[src/rtl/alu_arbiter_pkg.sv]
// Shared types for the ALU arbiter slice: ALU opcodes, limits and the
// per-requester payload struct.
// No ports (package).
package types;

  // ALU operation encoding; codes 10..15 are unused and yield result 0.
  typedef enum logic [3:0] {
    ALU_ADD  = 4'd0,
    ALU_SUB  = 4'd1,
    ALU_SLL  = 4'd2,
    ALU_SLT  = 4'd3,
    ALU_SLTU = 4'd4,
    ALU_XOR  = 4'd5,
    ALU_SRL  = 4'd6,
    ALU_SRA  = 4'd7,
    ALU_OR   = 4'd8,
    ALU_AND  = 4'd9
  } alu_op_e;

  localparam int unsigned ALU_ARB_MAX_REQ = 8;
  localparam int unsigned ALU_XLEN        = 32;

  // Operands and operation of one ALU request.
  typedef struct packed {
    logic [ALU_XLEN-1:0] a;
    logic [ALU_XLEN-1:0] b;
    alu_op_e             op;
  } alu_req_t;

endpackage

[src/rtl/alu.sv]
// Combinational RV32 integer ALU.
// Ports: a, b (operands), op (alu_op_e), result, zero (result == 0).
module alu
  import types::*;
#(
  parameter int unsigned XLEN = ALU_XLEN
) (
  input  logic [XLEN-1:0] a,
  input  logic [XLEN-1:0] b,
  input  alu_op_e         op,
  output logic [XLEN-1:0] result,
  output logic            zero
);

  // Operation select; shifts use only b[4:0].
  always_comb begin
    result = '0;
    unique case (op)
      ALU_ADD:  result = a + b;
      ALU_SUB:  result = a - b;
      ALU_SLL:  result = a << b[4:0];
      ALU_SLT:  result = {{(XLEN-1){1'b0}}, ($signed(a) < $signed(b))};
      ALU_SLTU: result = {{(XLEN-1){1'b0}}, (a < b)};
      ALU_XOR:  result = a ^ b;
      ALU_SRL:  result = a >> b[4:0];
      ALU_SRA:  result = XLEN'($signed(a) >>> b[4:0]);
      ALU_OR:   result = a | b;
      ALU_AND:  result = a & b;
      default:  result = '0;
    endcase
  end

  assign zero = (result == '0);

endmodule

[src/rtl/alu_arbiter_rr_arbiter.sv]
// Round-robin arbiter with its own last-grant pointer.
// Ports: clk, rst_n, req[N] (requests), advance (a grant was consumed),
//        gnt[N] (one-hot grant, combinational).
module rr_arbiter #(
  parameter int unsigned N = 2
) (
  input  logic         clk,
  input  logic         rst_n,
  input  logic [N-1:0] req,
  input  logic         advance,
  output logic [N-1:0] gnt
);

  localparam int unsigned PW = (N > 1) ? $clog2(N) : 1;

  logic [PW-1:0] ptr_q, ptr_d;
  logic [31:0]   idx;
  logic          found;

  // Search from last grant + 1, wrapping N-1 -> 0.
  always_comb begin
    gnt   = '0;
    found = 1'b0;
    idx   = '0;
    for (int unsigned off = 1; off <= N; off++) begin
      idx = 32'(ptr_q) + off;
      if (idx >= N) idx = idx - N;
      if (!found && req[PW'(idx)]) begin
        gnt[PW'(idx)] = 1'b1;
        found         = 1'b1;
      end
    end
  end

  // Pointer moves to the granted index only when the grant is consumed.
  always_comb begin
    ptr_d = ptr_q;
    for (int unsigned i = 0; i < N; i++) begin
      if (advance && gnt[i]) ptr_d = PW'(i);
    end
  end

  // Reset pointer at N-1 so requester 0 is searched first.
  always_ff @(posedge clk or negedge rst_n) begin
    if (!rst_n) ptr_q <= PW'(N - 1);
    else        ptr_q <= ptr_d;
  end

endmodule

[src/rtl/alu_arbiter.sv]
// Shares one ALU between NUM_REQ valid/ready requesters (round-robin) and
// returns results on a single registered response channel tagged with the id.
// Ports: clk, rst_n; req_valid/req_ready/req_a/req_b/req_op per requester;
//        rsp_valid/rsp_ready/rsp_result/rsp_zero/rsp_id response channel.
// Optional: define ALU_ARB_STATS_EN to add stats_clr (in) and
//        grant_cnt[NUM_REQ][16] (out), saturating per-requester transfer counts.
module alu_arbiter
  import types::*;
#(
  parameter int unsigned NUM_REQ = 2,
  parameter int unsigned XLEN    = 32
) (
  input  logic                             clk,
  input  logic                             rst_n,
  input  logic [NUM_REQ-1:0]               req_valid,
  output logic [NUM_REQ-1:0]               req_ready,
  input  logic [NUM_REQ-1:0][XLEN-1:0]     req_a,
  input  logic [NUM_REQ-1:0][XLEN-1:0]     req_b,
  input  alu_op_e [NUM_REQ-1:0]            req_op,
  output logic                             rsp_valid,
  input  logic                             rsp_ready,
  output logic [XLEN-1:0]                  rsp_result,
  output logic                             rsp_zero,
  output logic [$clog2(NUM_REQ)-1:0]       rsp_id
`ifdef ALU_ARB_STATS_EN
  ,
  input  logic                             stats_clr,
  output logic [NUM_REQ-1:0][15:0]         grant_cnt
`endif
);

  localparam int unsigned IDW = $clog2(NUM_REQ);

  logic [NUM_REQ-1:0]  gnt_c;
  logic                accept_c;
  logic                xfer_c;
  alu_req_t            win_c;
  logic [IDW-1:0]      win_id_c;
  logic [ALU_XLEN-1:0] alu_result_c;
  logic                alu_zero_c;

  logic                rsp_valid_q,  rsp_valid_d;
  logic [XLEN-1:0]     rsp_result_q, rsp_result_d;
  logic                rsp_zero_q,   rsp_zero_d;
  logic [IDW-1:0]      rsp_id_q,     rsp_id_d;

  // Output register can take a new result when empty or being popped.
  assign accept_c  = !rsp_valid_q || rsp_ready;
  // rst_n gating keeps ready low while reset is asserted.
  assign req_ready = gnt_c & {NUM_REQ{accept_c & rst_n}};
  assign xfer_c    = |(req_valid & req_ready);

  rr_arbiter #(.N(NUM_REQ)) u_rr (
    .clk     (clk),
    .rst_n   (rst_n),
    .req     (req_valid),
    .advance (xfer_c),
    .gnt     (gnt_c)
  );

  // Winner operand mux (one-hot grant).
  always_comb begin
    win_c    = '0;
    win_id_c = '0;
    for (int unsigned i = 0; i < NUM_REQ; i++) begin
      if (gnt_c[i]) begin
        win_c.a  = ALU_XLEN'(req_a[i]);
        win_c.b  = ALU_XLEN'(req_b[i]);
        win_c.op = req_op[i];
        win_id_c = IDW'(i);
      end
    end
  end

  alu #(.XLEN(ALU_XLEN)) u_alu (
    .a      (win_c.a),
    .b      (win_c.b),
    .op     (win_c.op),
    .result (alu_result_c),
    .zero   (alu_zero_c)
  );

  // Response register: load on transfer, drain on pop, hold under backpressure.
  always_comb begin
    rsp_valid_d  = rsp_valid_q;
    rsp_result_d = rsp_result_q;
    rsp_zero_d   = rsp_zero_q;
    rsp_id_d     = rsp_id_q;
    if (accept_c) begin
      rsp_valid_d = xfer_c;
      if (xfer_c) begin
        rsp_result_d = XLEN'(alu_result_c);
        rsp_zero_d   = alu_zero_c;
        rsp_id_d     = win_id_c;
      end
    end
  end

  always_ff @(posedge clk or negedge rst_n) begin
    if (!rst_n) begin
      rsp_valid_q  <= 1'b0;
      rsp_result_q <= '0;
      rsp_zero_q   <= 1'b0;
      rsp_id_q     <= '0;
    end else begin
      rsp_valid_q  <= rsp_valid_d;
      rsp_result_q <= rsp_result_d;
      rsp_zero_q   <= rsp_zero_d;
      rsp_id_q     <= rsp_id_d;
    end
  end

  assign rsp_valid  = rsp_valid_q;
  assign rsp_result = rsp_result_q;
  assign rsp_zero   = rsp_zero_q;
  assign rsp_id     = rsp_id_q;

`ifdef ALU_ARB_STATS_EN
  logic [NUM_REQ-1:0][15:0] grant_cnt_q, grant_cnt_d;

  // Saturating per-requester transfer counters; clear beats increment.
  always_comb begin
    grant_cnt_d = grant_cnt_q;
    if (stats_clr) begin
      grant_cnt_d = '0;
    end else begin
      for (int unsigned i = 0; i < NUM_REQ; i++) begin
        if (req_valid[i] && req_ready[i] && (grant_cnt_q[i] != 16'hFFFF)) begin
          grant_cnt_d[i] = grant_cnt_q[i] + 16'd1;
        end
      end
    end
  end

  always_ff @(posedge clk or negedge rst_n) begin
    if (!rst_n) grant_cnt_q <= '0;
    else        grant_cnt_q <= grant_cnt_d;
  end

  assign grant_cnt = grant_cnt_q;
`endif

endmodule

[config.mk]
export PLATFORM = sky130hd
export DESIGN_NAME = alu_arbiter
export DESIGN_NICKNAME = d
export VERILOG_FILES = /design/src/rtl/alu_arbiter_pkg.sv /design/src/rtl/alu.sv /design/src/rtl/alu_arbiter_rr_arbiter.sv /design/src/rtl/alu_arbiter.sv
export SDC_FILE = /design/constraint.sdc
export NUM_CORES = 1
export LEC_CHECK = 0
export ABC_AREA = 1
export CORE_ASPECT_RATIO = 0.9
export CORE_MARGIN = 10
export CORE_UTILIZATION = 52
export CTS_CLUSTER_DIAMETER = 60
export CTS_CLUSTER_SIZE = 20
export DETAILED_ROUTE_END_ITERATION = 8
export PLACE_DENSITY_LB_ADDON = 0.2
export SETUP_SLACK_MARGIN = 0.3
export SYNTH_ARGS = -nofsm -noshare
export SYNTH_HDL_FRONTEND = slang
export SYNTH_SLANG_ARGS = --single-unit
[constraint.sdc]
create_clock -name clk -period 3.7 [get_ports clk]
set_input_delay 0.74 -clock clk [delete_from_list [all_inputs] [get_ports clk]]
set_output_delay 0.74 -clock clk [all_outputs]
set_load 0.005 [all_outputs]
==> impl_metrics.csv, run 1 <==
group,metric,value,unit
run_status,status,"did not finish",
run_status,failed_stage,"5_1_grt",
run_status,error_line,"[ERROR GRT-0232] Routing congestion too high. Check the congestion heatmap in the GUI.",
place,place.gp.congestion,1.22,
logic_synthesis,synth_largest_area_cell,"nand2_1",
logic_synthesis,synth.yosys.warnings,0,
place,dpl.cell_count,3322,
cts,cts_sinks,36,
place,hpwlAfterDp,53400,um
logic_synthesis,synth_edf_count,0,
cts,cts.htree.levels,2,
logic_synthesis,syn_nets,2684,
logic_synthesis,synth.area.top_cells,"nand2_1, nand3_1, ha_1",
logic_synthesis,synthArstFlopShare,1.00,
logic_synthesis,synth-seq-cells,36,
logic_synthesis,yosysTopAreaCellShare,0.251,
grt,track_usage,0.901,
floorplanning,rows,53,
logic_synthesis,synthCells,2443,
cts,cts.hold.buffers_added,0,
floorplanning,ios,178,
floorplanning,initial_utilization,0.528,
cts,cts_buffers,5,
logic_synthesis,syn_avg_cell_area,5.06,um^2
floorplanning,die_x,183,um
floorplanning,die_h,166,um
place,port_buffers,177,
logic_synthesis,ys.flop_type,"dfrtp_1",
cts,cts-root-buf,"clkbuf_16",
logic_synthesis,ys_seq_area_frac,0.0730,
grt,globalRouteOverflowTotal,1216,
grt,grt_max_degree,69,
cts,clockBufferDepth,2,
logic_synthesis,synth_cell_types,46,
logic_synthesis,syn-cell-area,12400,um^2
==> timing repair <==
item,in CTS
pin swaps,136
gates resized for setup,415
gates cloned,5
setup buffers,84
setup endpoints to repair,34
==> cells in the mapped netlist, types with 4 or more instances <==
cell / count
nand3_1: 418
clkbuf_1: 53
buf_6: 4
nor2_1: 238
o21bai_1: 11
or2_2: 5
buf_2: 46
o21a_1: 30
a31oi_1: 6
o22ai_1: 19
a21boi_0: 4
nand2_2: 13
dfrtp_1: 35
nand2_1: 826
inv_1: 280
a21oi_1: 102
buf_1: 7
nor3_1: 23
inv_2: 6
o211ai_1: 7
nand3b_1: 26
ha_1: 98
nand4_1: 17
o21ai_0: 115
buf_4: 5
o21ai_1: 13
==> cells by family after synthesis <==
logic type               synth area share
flip-flops                         0.0730
buffers and inverters               0.132
XOR/XNOR                         0.000708
adder cells (fa/ha/maj)             0.102
AND/OR/NAND/NOR                     0.543
AO/OA/AOI/OAI                       0.149
==> stage by stage <==
step	cell area (um^2)	setup WS, ns	setup TNS, ns
3_5_place_dp	18100	-0.997	-19.68
3_3_place_gp	18100	-0.849	-16.24
2_1_floorplan	12600	0.106	0
4_1_cts	20400	0.220	0
==> layer usage <==
metal	global-route usage	GRT overflow
met1	0.851	49
met2	1.03	789
met3	0.812	51
met4	0.954	318
met5	0.616	9
==> run 2, diff against run 1 <==
Settings changed: CORE_ASPECT_RATIO 0.9 to unset, CORE_UTILIZATION 52 to 40, CTS_CLUSTER_DIAMETER 60 to unset, CTS_CLUSTER_SIZE 20 to unset, PLACE_DENSITY_LB_ADDON 0.2 to 0.15, SETUP_SLACK_MARGIN 0.3 to unset.
Clock period 3.7 ns to 4.8 ns, I/O delays scaled along.
==> run 2 against run 1 <==
  * The flow now finishes without violations
  * Synthesized cell count is the same
  * Area after synthesis is the same
==> impl_metrics.csv, run 2 <==
group,metric,value,unit
critical_path,cp.required,5.03,ns
floorplanning,die_x,196,um
grt,grt_max_degree,73,
logic_synthesis,synth_common_cells,"nand2_1, nand3_1, inv_1, nor2_1, o21ai_0",
hold_path,hp-start,"rsp_result[18]$_DFFE_PN0P_",
sta,hold_viol,0,
floorplanning,initial_utilization,0.405,
floorplanning,die_h,196,um
logic_synthesis,yosysTopAreaCellShare,0.251,
critical_path,criticalPathCategory,"in -> reg",
cells_and_area,drive_gt1_frac,0.154,
sta,maxSlewViolCount,0,
sta,relSlewSlack,0.260,
logic_synthesis,syn_nets,2684,
route,drt-initial-drc-count,2616,
cells_and_area,syn_to_final_growth,40.8,%
route,dr.pass1.iters,8,
logic_synthesis,synthCells,2443,
power,ir_drop,192,uV
logic_synthesis,synth_edf_count,0,
cts,clockBufferDepth,2,
logic_synthesis,syn_avg_cell_area,5.06,um^2
sta,max_slew.worst_pin.slew,1.10,ns
cts,cts-root-buf,"clkbuf_16",
power,p_leak,0.00943,uW
logic_synthesis,synthArstFlopShare,1.00,
route,num_vias,19000,
route,via_per_inst,5.76,
critical_path,critPathMaxFanout,10,
floorplanning,rows,64,
sta,fmax,0.227,GHz
sta,fin_ws,0.401,ns
cts,cts.clk_slew.worst_paths,0.06,ns
grt,globalRouteOverflowTotal,0,
cts,post-cts-setup-buffers,0,
sta,rsz0062_at_grt,"false",
route,drtAntennaViolNets,0,
run_status,status,"complete, no violations",
route,wl_per_cell,22.2,um
critical_path,end_kind,"flop",
logic_synthesis,synth_most_common_cell,"nand2_1",
logic_synthesis,synth.yosys.warnings,0,
cts,cts.htree.levels,2,
route,wl,73400,um
cells_and_area,final_cell_mix,"nand2_1, nand3_1, buf_4",
cells_and_area,largest_reg_flops,32,
critical_path,r2r_start,"u_rr.ptr_q$_DFFE_PN1P_",
logic_synthesis,synth.area.top_cells,"nand2_1, nand3_1, ha_1",
sta,clock-skew-final,0.00580,ns
logic_synthesis,syn-cell-area,12400,um^2
place,place.gp.congestion,1.18,
place,hpwlAfterDp,62300,um
cells_and_area,final_common_cell,"nand2_1",
place,dp_slack,-0.203,ns
grt,grt_pass1_vias,17900,
sta,finalSetupViolCount,0,
sta,period_share,0.916,
grt,antenna_found_initial,3,
logic_synthesis,synth_cell_types,46,
route,route.detailed.drc,0,
critical_path,critPathLaunchType,"input port",
floorplanning,dieArea,38300,um^2
floorplanning,ios,178,
place,port_buffers,177,
hold_path,min_path_type,"reg -> reg",
cts,cts_sinks,36,
sta,period_minus_slack,4.40,ns
logic_synthesis,ys.flop_type,"dfrtp_1",
cells_and_area,final_nets,3143,
cells_and_area,design_area,17400,um^2
cts,cts_tree,"done",
grt,grt_pass1_wl,108000,um
logic_synthesis,synth_largest_area_cell,"nand2_1",
cts,cts_buffers,5,
logic_synthesis,ys_seq_area_frac,0.0730,
power,p_per_area,352,nW/um^2
critical_path,critPathArrivalTime,4.63,ns
critical_path,startpoint,"req_valid[0]",
cts,clk-insertion-delay-late,0.29,ns
flow_run,drv_cap,0,
grt,track_usage,0.362,
floorplanning,core_area,30500,um^2
logic_synthesis,synth-seq-cells,36,
place,placed_area,17200,um^2
run 2: cell counts after synthesis:
Identical to the previous run, type by type.
run 2: kinds of logic after synthesis:
family,synth area share
compound gates,0.149
xor+xnor,0.000708
fa+ha+maj,0.102
buf+inv,0.132
flops,0.0730
simple gates,0.543
run 2: routing by layer:
metal | wire [um] | track usage
met1 | 28600 | 0.460
met4 | 5050 | 0.213
met2 | 30500 | 0.540
met3 | 9210 | 0.0934
met5 | 20 | 0
run 2: final timing paths:
path	to	slack, ns	depth (start not counted)
min in group asynchronous	rsp_result[20]$_DFFE_PN0P_	0.75	2
max reg2reg	rsp_zero$_DFFE_PN0P_	0.45	26
min	rsp_result[18]$_DFFE_PN0P_	0.48	2
min reg2reg	rsp_result[18]$_DFFE_PN0P_	0.48	2
max in group asynchronous	u_rr.ptr_q$_DFFE_PN1P_	3.69	2
max	rsp_zero$_DFFE_PN0P_	0.40	26
run 2: cell type report:
| type | count | area [um^2] |
|---|---|---|
| Clock inverter | 1 | 7.51 |
| Sequential cell | 36 | 902 |
| Inverter | 289 | 1080 |
| Tap cell | 396 | 495 |
| Antenna cell | 2 | 5.00 |
| Multi-Input combinational cell | 2002 | 9890 |
| Timing Repair Buffer | 568 | 4890 |
| Clock buffer | 7 | 143 |
| Fill cell | 3204 | 13100 |
run 2: power by group:
group / switching [uW] / internal [uW]
Combinational: 3180 / 2090
Sequential: 84.6 / 440
Clock: 129 / 207
run 2: metrics by stage:
stage	setup TNS [ns]	power [uW]	cells	utilization	hold slack [ns]
finish	0	6130	3301	0.571	0.479
CTS	0	5940	3299	0.569	0.482
global placement	-0.223	5550	3291	0.564	0.466
floorplan	0	2970	2443	-	0.465
global route	0	6520	3299	0.571	0.511
detailed placement	-0.203	5580	3291	0.564	0.467
run 2: what timing repair did:
action / in CTS / in global routing
hold buffers: 0 / 0
resized for setup: 0 / 16
endpoints found under the setup margin: 0 / 1
run 2: critical path, stage by stage:
cell and delay (ns):
dlymetal6s2s_1 0.18, nand2_4 0.09, nand2_4 0.13, buf_4 0.16
buf_4 0.19, nand2_1 0.08, nand2_1 0.28, inv_1 0.13
ha_1 0.35, nor2_1 0.14, inv_1 0.09, nor3_1 0.39
nand2_1 0.15, nor2_1 0.27, nor2_1 0.11, nand2_1 0.08
nand2_1 0.05, nand3_1 0.07, nand2_1 0.05, nor2_1 0.15
nand2_1 0.07, nor2_1 0.10, nand2_1 0.06, nor2_1 0.12
nand3_1 0.09, nand2_1 0.07
Note: power is estimated with default switching activity, not from simulation.
